**src/rtl/rx_ctrl.sv**
```systemverilog
// UART receive control: times one frame after a start edge, strobes the shift register mid-bit,
// checks the stop bit, then loads the buffer or raises a sticky framing error.
module rx_ctrl #(
  parameter int CLKS_PER_BIT  = 10,
  parameter int NUM_DATA_BITS = 8
) (
  input  logic clk,
  input  logic n_rst,
  input  logic start_bit_detected,
  input  logic stop_bit,
  output logic shift_strobe,
  output logic sbc_clear,
  output logic load_buffer,
  output logic framing_error,
  output logic rx_busy
);

  localparam int CNT_W = $clog2(CLKS_PER_BIT + CLKS_PER_BIT / 2);
  localparam int BIT_W = $clog2(NUM_DATA_BITS + 2);
  localparam logic [CNT_W-1:0] FIRST_LOAD = CNT_W'(CLKS_PER_BIT + CLKS_PER_BIT / 2 - 1);
  localparam logic [CNT_W-1:0] BIT_LOAD   = CNT_W'(CLKS_PER_BIT - 1);
  localparam logic [CNT_W-1:0] CNT_ONE    = CNT_W'(1);
  localparam logic [BIT_W-1:0] LAST_BIT   = BIT_W'(NUM_DATA_BITS);
  localparam logic [BIT_W-1:0] BIT_ONE    = BIT_W'(1);

  typedef enum logic [2:0] {
    IDLE       = 3'd0,
    CLEAR      = 3'd1,
    RECEIVE    = 3'd2,
    STOP_CHECK = 3'd3,
    LOAD       = 3'd4
  } state_t;

  state_t           r_state;
  logic [CNT_W-1:0] r_clk_cnt;
  logic [BIT_W-1:0] r_bit_cnt;
  logic             r_shift_strobe;
  logic             r_sbc_clear;
  logic             r_load_buffer;
  logic             r_framing_error;
  logic             r_rx_busy;

  always_ff @(posedge clk or negedge n_rst) begin
    if (!n_rst) begin
      r_state         <= IDLE;
      r_clk_cnt       <= '0;
      r_bit_cnt       <= '0;
      r_shift_strobe  <= 1'b0;
      r_sbc_clear     <= 1'b0;
      r_load_buffer   <= 1'b0;
      r_framing_error <= 1'b0;
      r_rx_busy       <= 1'b0;
    end else begin
      r_shift_strobe <= 1'b0;
      r_sbc_clear    <= 1'b0;
      r_load_buffer  <= 1'b0;
      case (r_state)
        IDLE: begin
          if (start_bit_detected) begin
            r_state     <= CLEAR;
            r_sbc_clear <= 1'b1;
            r_rx_busy   <= 1'b1;
          end else begin
            r_rx_busy <= 1'b0;
          end
        end
        CLEAR: begin
          r_state         <= RECEIVE;
          r_framing_error <= 1'b0;
          r_clk_cnt       <= FIRST_LOAD;
          r_bit_cnt       <= '0;
        end
        RECEIVE: begin
          // Strobe is registered one cycle early so it is high exactly while clk_cnt is 0.
          if (r_clk_cnt != '0) begin
            r_clk_cnt      <= r_clk_cnt - CNT_ONE;
            r_shift_strobe <= (r_clk_cnt == CNT_ONE);
          end else begin
            r_bit_cnt <= r_bit_cnt + BIT_ONE;
            if (r_bit_cnt == LAST_BIT) begin
              r_state <= STOP_CHECK;
            end else begin
              r_clk_cnt <= BIT_LOAD;
            end
          end
        end
        STOP_CHECK: begin
          if (stop_bit) begin
            r_state       <= LOAD;
            r_load_buffer <= 1'b1;
          end else begin
            r_state         <= IDLE;
            r_framing_error <= 1'b1;
            r_rx_busy       <= 1'b0;
          end
        end
        LOAD: begin
          r_state   <= IDLE;
          r_rx_busy <= 1'b0;
        end
        default: begin
          r_state   <= IDLE;
          r_clk_cnt <= '0;
          r_bit_cnt <= '0;
          r_rx_busy <= 1'b0;
        end
      endcase
    end
  end

  assign shift_strobe  = r_shift_strobe;
  assign sbc_clear     = r_sbc_clear;
  assign load_buffer   = r_load_buffer;
  assign framing_error = r_framing_error;
  assign rx_busy       = r_rx_busy;

endmodule

```
**config.mk**
```make
export PLATFORM = sky130hd
export DESIGN_NAME = rx_ctrl
export DESIGN_NICKNAME = d
export VERILOG_FILES = /design/src/rtl/rx_ctrl.sv
export SDC_FILE = /design/constraint.sdc
export NUM_CORES = 1
export LEC_CHECK = 0
export BUFFER_PORTS_ARGS = -buffer_cell sky130_fd_sc_hd__buf_2
export CELL_PAD_IN_SITES_DETAIL_PLACEMENT = 0
export CELL_PAD_IN_SITES_GLOBAL_PLACEMENT = 2
export CORE_ASPECT_RATIO = 1.4
export CORE_UTILIZATION = 36
export CTS_CLUSTER_DIAMETER = 40
export CTS_CLUSTER_SIZE = 8
export DETAILED_ROUTE_END_ITERATION = 8
export GPL_TIMING_DRIVEN = 0
export PLACE_DENSITY = 0.8
export SLEW_MARGIN = 10
export SYNTH_ARGS = -nofsm -noshare
export SYNTH_HDL_FRONTEND = slang
export SYNTH_SLANG_ARGS = --single-unit
```
**constraint.sdc**
```tcl
create_clock -name clk -period 2.1 [get_ports clk]
set_input_delay 0.105 -clock clk [delete_from_list [all_inputs] [get_ports clk]]
set_output_delay 0.105 -clock clk [all_outputs]
set_load 0.01 [all_outputs]
```
==> flow_summary.rst <==
.. list-table::
   :header-rows: 1

   * - Metric
     - Value
   * - Outcome
     - finished clean
   * - Worst supply voltage drop on vdd
     - 0.000518 V
   * - Ant diodes
     - 0
   * - Reg2Reg Launch Point
     - r_clk_cnt[0]
   * - Critical Path Slowest Stage Cell
     - dfrtp_1
   * - Placement Rows
     - 21
   * - Worst path arrival time
     - 2050 ps
   * - Max Clock Freq
     - 540 MHz
   * - Data required time of the critical path
     - 2300 ps
   * - Transition time at the pin with the least slew margin
     - 599 ps
   * - Cell type contributing the most total cell area after synthesis
     - dfrtp_1
   * - Overall overflow remaining after global route
     - 0
   * - Final Wtd Congestion
     - 0.777
   * - Aggregate global-route resource usage
     - 19.0%
   * - Clock buffer count from CTS
     - 3
   * - Later-pin clock latency in the skew report
     - 300 ps
   * - Count of unique library cells instantiated by Yosys
     - 35
   * - Buffer type at the clock tree root
     - clkbuf_4
   * - DRC violations left
     - 0
   * - Post-synthesis to final-layout area growth
     - 14.8%
   * - Vias in the first global route
     - 780
   * - Die X
     - 44.7 µm
   * - Number of cells on the worst hold path
     - 2
   * - Pin count of the biggest net entering global routing
     - 17
   * - Clock sink count
     - 16
   * - Number of buffers and inverters on the critical path
     - 2
   * - Number of warnings printed during yosys synthesis
     - 0
   * - Final non-filler cell total
     - 143
   * - TritonCTS clock tree
     - done
   * - Number of max-capacitance violations reported
     - 0
   * - Post-layout min period
     - 1850 ps
   * - Top cells by area, synth
     - dfrtp_1 (43%), ha_1 (6.8%), o21ai_0 (3.3%)
   * - Fraction of the core area covered by cells at the end of the flow
     - 43.7%
   * - Post-synthesis instance area
     - 921 µm²
   * - Clock Tree Buf Depth
     - 2
   * - Clock-pin slew on the worst setup and hold paths
     - 100 ps
   * - Max-slew violation count
     - 0
   * - Peak fanout along the critical path
     - 6
   * - Initial antenna violation count
     - 0
   * - Post-route setup TNS
     - 0 ps
   * - PD cells
     - 1400 mW/mm²
   * - Worst Min Path Start
     - stop_bit
   * - Port Buffer Count
     - 8
   * - Number of flip-flops and latches in the synthesized netlist
     - 16
   * - Tightest Hold Check Type
     - primary input to flip-flop
   * - Drt wl/cell
     - 15.3 µm
   * - Count of endpoints failing setup in the final report
     - 0
   * - Fin. Hold Viols
     - 0
   * - Area of the die
     - 0.00277 mm²
   * - Depth of the CTS H-tree
     - 1
   * - Worst setup SP type
     - flip-flop
   * - Total instance count after detailed placement
     - 137
   * - Net count after synthesis
     - 104
   * - Clock Skews
     - 4.36 ps
   * - Remaining number of nets flagged by the antenna check after routing
     - 0
   * - Total via count after detailed routing
     - 770
   * - Leakage power
     - 0.000478 µW
   * - Max-slew headroom at the worst pin
     - 59.9%
   * - Total I/O pin count
     - 9
   * - Global-route wire length before repair
     - 3.72 mm
   * - Core region area
     - 0.00242 mm²
   * - Register-to-Register Path Depth
     - 7
   * - Setup repair after global routing missed its margin
     - false
   * - Height of the die
     - 61.8 µm
   * - Number of nets in the layout
     - 119
   * - Effective utilization at floorplan
     - 38.1%
   * - DRT iter0 DRCs
     - 21
   * - Longest individual stage delay on the worst path
     - 430 ps
   * - Share of layout cells above drive strength 1
     - 18.3%
   * - Per-instance average area after synthesis
     - 9.69 µm²
   * - Via density
     - 5.38
   * - Ordered cell list for the critical path
     - inv_1 -> ha_1 -> nor3b_4 -> nand4b_1 -> buf_4 -> a211oi_1 -> nor2_1
   * - Share of Yosys cell area claimed by the top area cell type
     - 43.5%
   * - DR pass1 iterations
     - 4
   * - Final critical-path share of the clock period
     - 88.2%
   * - Critical path type
     - flip-flop to flip-flop
   * - Minimum setup slack among reg-to-reg paths
     - 250 ps
   * - Capturing element type of the critical path
     - flip-flop
   * - Reg2reg end
     - r_clk_cnt[3]
   * - Detailed Place HPWL
     - 1.50 mm
   * - Drt total wl
     - 2.18 mm
   * - Count of filler cells inserted in the layout
     - 256
   * - Syn Inst Count
     - 95
   * - Endpoint with the worst hold slack
     - r_state[2]
   * - Largest delay contributor family on the critical path
     - simple AND/OR/NAND/NOR gates
   * - Sequential element share of the synthesized area
     - 43.5%
cells in the mapped netlist (all sizes together):
cell and instances:
nor3b 4, a32oi 1, nand4 1, nand2b 3
nor2b 1, clkbuf 1, nor4b 1, o31ai 3
nand3b 2, or3b 1, buf 3, ha 5
mux2i 1, nor3 4, o22a 1, a211oi 1
or4b 1, nand4b 2, o21a 2, a21o 1
and2b 1, a21oi 5, nor4 1, or2b 1
nor2 5, a2111o 1, inv 6, dfrtp 16
nand2 8, a31oi 4, o21ai 8
per-layer routing:
layer  up-vias  GRT usage, %  routed length [µm]
met3         5          2.60                  60
met5         -             0                   0
li1        372             -                   -
met2        13          32.6                1100
met1       380          23.4                 977
met4         0          9.09                  44
sequential cells by signal (all words and copies together), names as in the netlist:
name           count
sbc_clear          1
rx_busy            1
r_bit_cnt          4
shift_strobe       1
load_buffer        1
r_state            3
framing_error      1
r_clk_cnt          4
cell usage in the layout (no fill, tap or decap), types with 3 or more instances in the layout:
| master | netlist | final |
|---|---|---|
| a21oi_1 | 5 | 5 |
| a31oi_1 | 4 | 4 |
| buf_2 | 1 | 9 |
| clkbuf_4 | 0 | 3 |
| dfrtp_1 | 16 | 16 |
| ha_1 | 5 | 5 |
| inv_1 | 6 | 6 |
| nand2_1 | 8 | 8 |
| nand2b_1 | 3 | 3 |
| nor2_1 | 5 | 5 |
| nor3_1 | 4 | 4 |
| nor3b_1 | 3 | 3 |
| o21ai_0 | 6 | 6 |
| o31ai_1 | 3 | 3 |
worst max path at each step:
stage	start	endpoint	slack, ps	depth (start not counted)
after floorplan	r_clk_cnt[0]	r_clk_cnt[2]	530	6
after global placement	r_clk_cnt[0]	r_clk_cnt[3]	280	6
final	r_clk_cnt[0]	r_clk_cnt[3]	250	7
after detailed placement	r_clk_cnt[0]	r_clk_cnt[3]	260	6
after global routing	r_clk_cnt[0]	r_clk_cnt[3]	70	7
after CTS	r_clk_cnt[0]	r_clk_cnt[3]	240	6
through the flow:
| stage | area [µm²] | hold slack (ps) | total power, µW | setup slack, ps |
|---|---|---|---|---|
| 3_3_place_gp | 1000 | 43.7 | 1260 | 284 |
| 4_1_cts | 1050 | 87.5 | 1480 | 244 |
| 2_1_floorplan | 921 | -191 | 1070 | 532 |
| 3_5_place_dp | 1000 | 49.1 | 1270 | 261 |
| 5_1_grt | 1060 | 95.6 | 1620 | 72.0 |
| 6_report | 1060 | 80.2 | 1480 | 247 |
cell type report:
type / count / area, µm² / share of cell area [%]
inverters: 6 / 22.5 / 2.13
clock buffers: 4 / 36.3 / 3.43
flip-flops and latches: 16 / 400 / 37.9
well taps: 34 / 42.5 / 4.02
multi-input cells: 69 / 478 / 45.2
plain buffers: 4 / 20.0 / 1.89
repair buffers: 10 / 57.6 / 5.44
kinds of logic after synthesis:
logic type / synth area share (%)
AO/OA/AOI/OAI: 18.7
adder cells (fa/ha/maj): 6.79
buffers and inverters: 4.62
flip-flops: 43.5
multiplexers: 1.09
AND/OR/NAND/NOR: 25.3
power by group:
group	leakage, µW	switching (µW)	internal, µW
combinational	0.000261	398	305
clock	0.0000210	106	106
sequential	0.000197	132	432
timing repair:
item                                    in CTS  in global routing
gates resized for setup                      0                  0
endpoints found under the hold margin       16                  0
buffers inserted                             0                  1
endpoints found under the setup margin       0                  1
hold buffers                                 1                  0
Note: power is estimated with default switching activity, not from simulation.
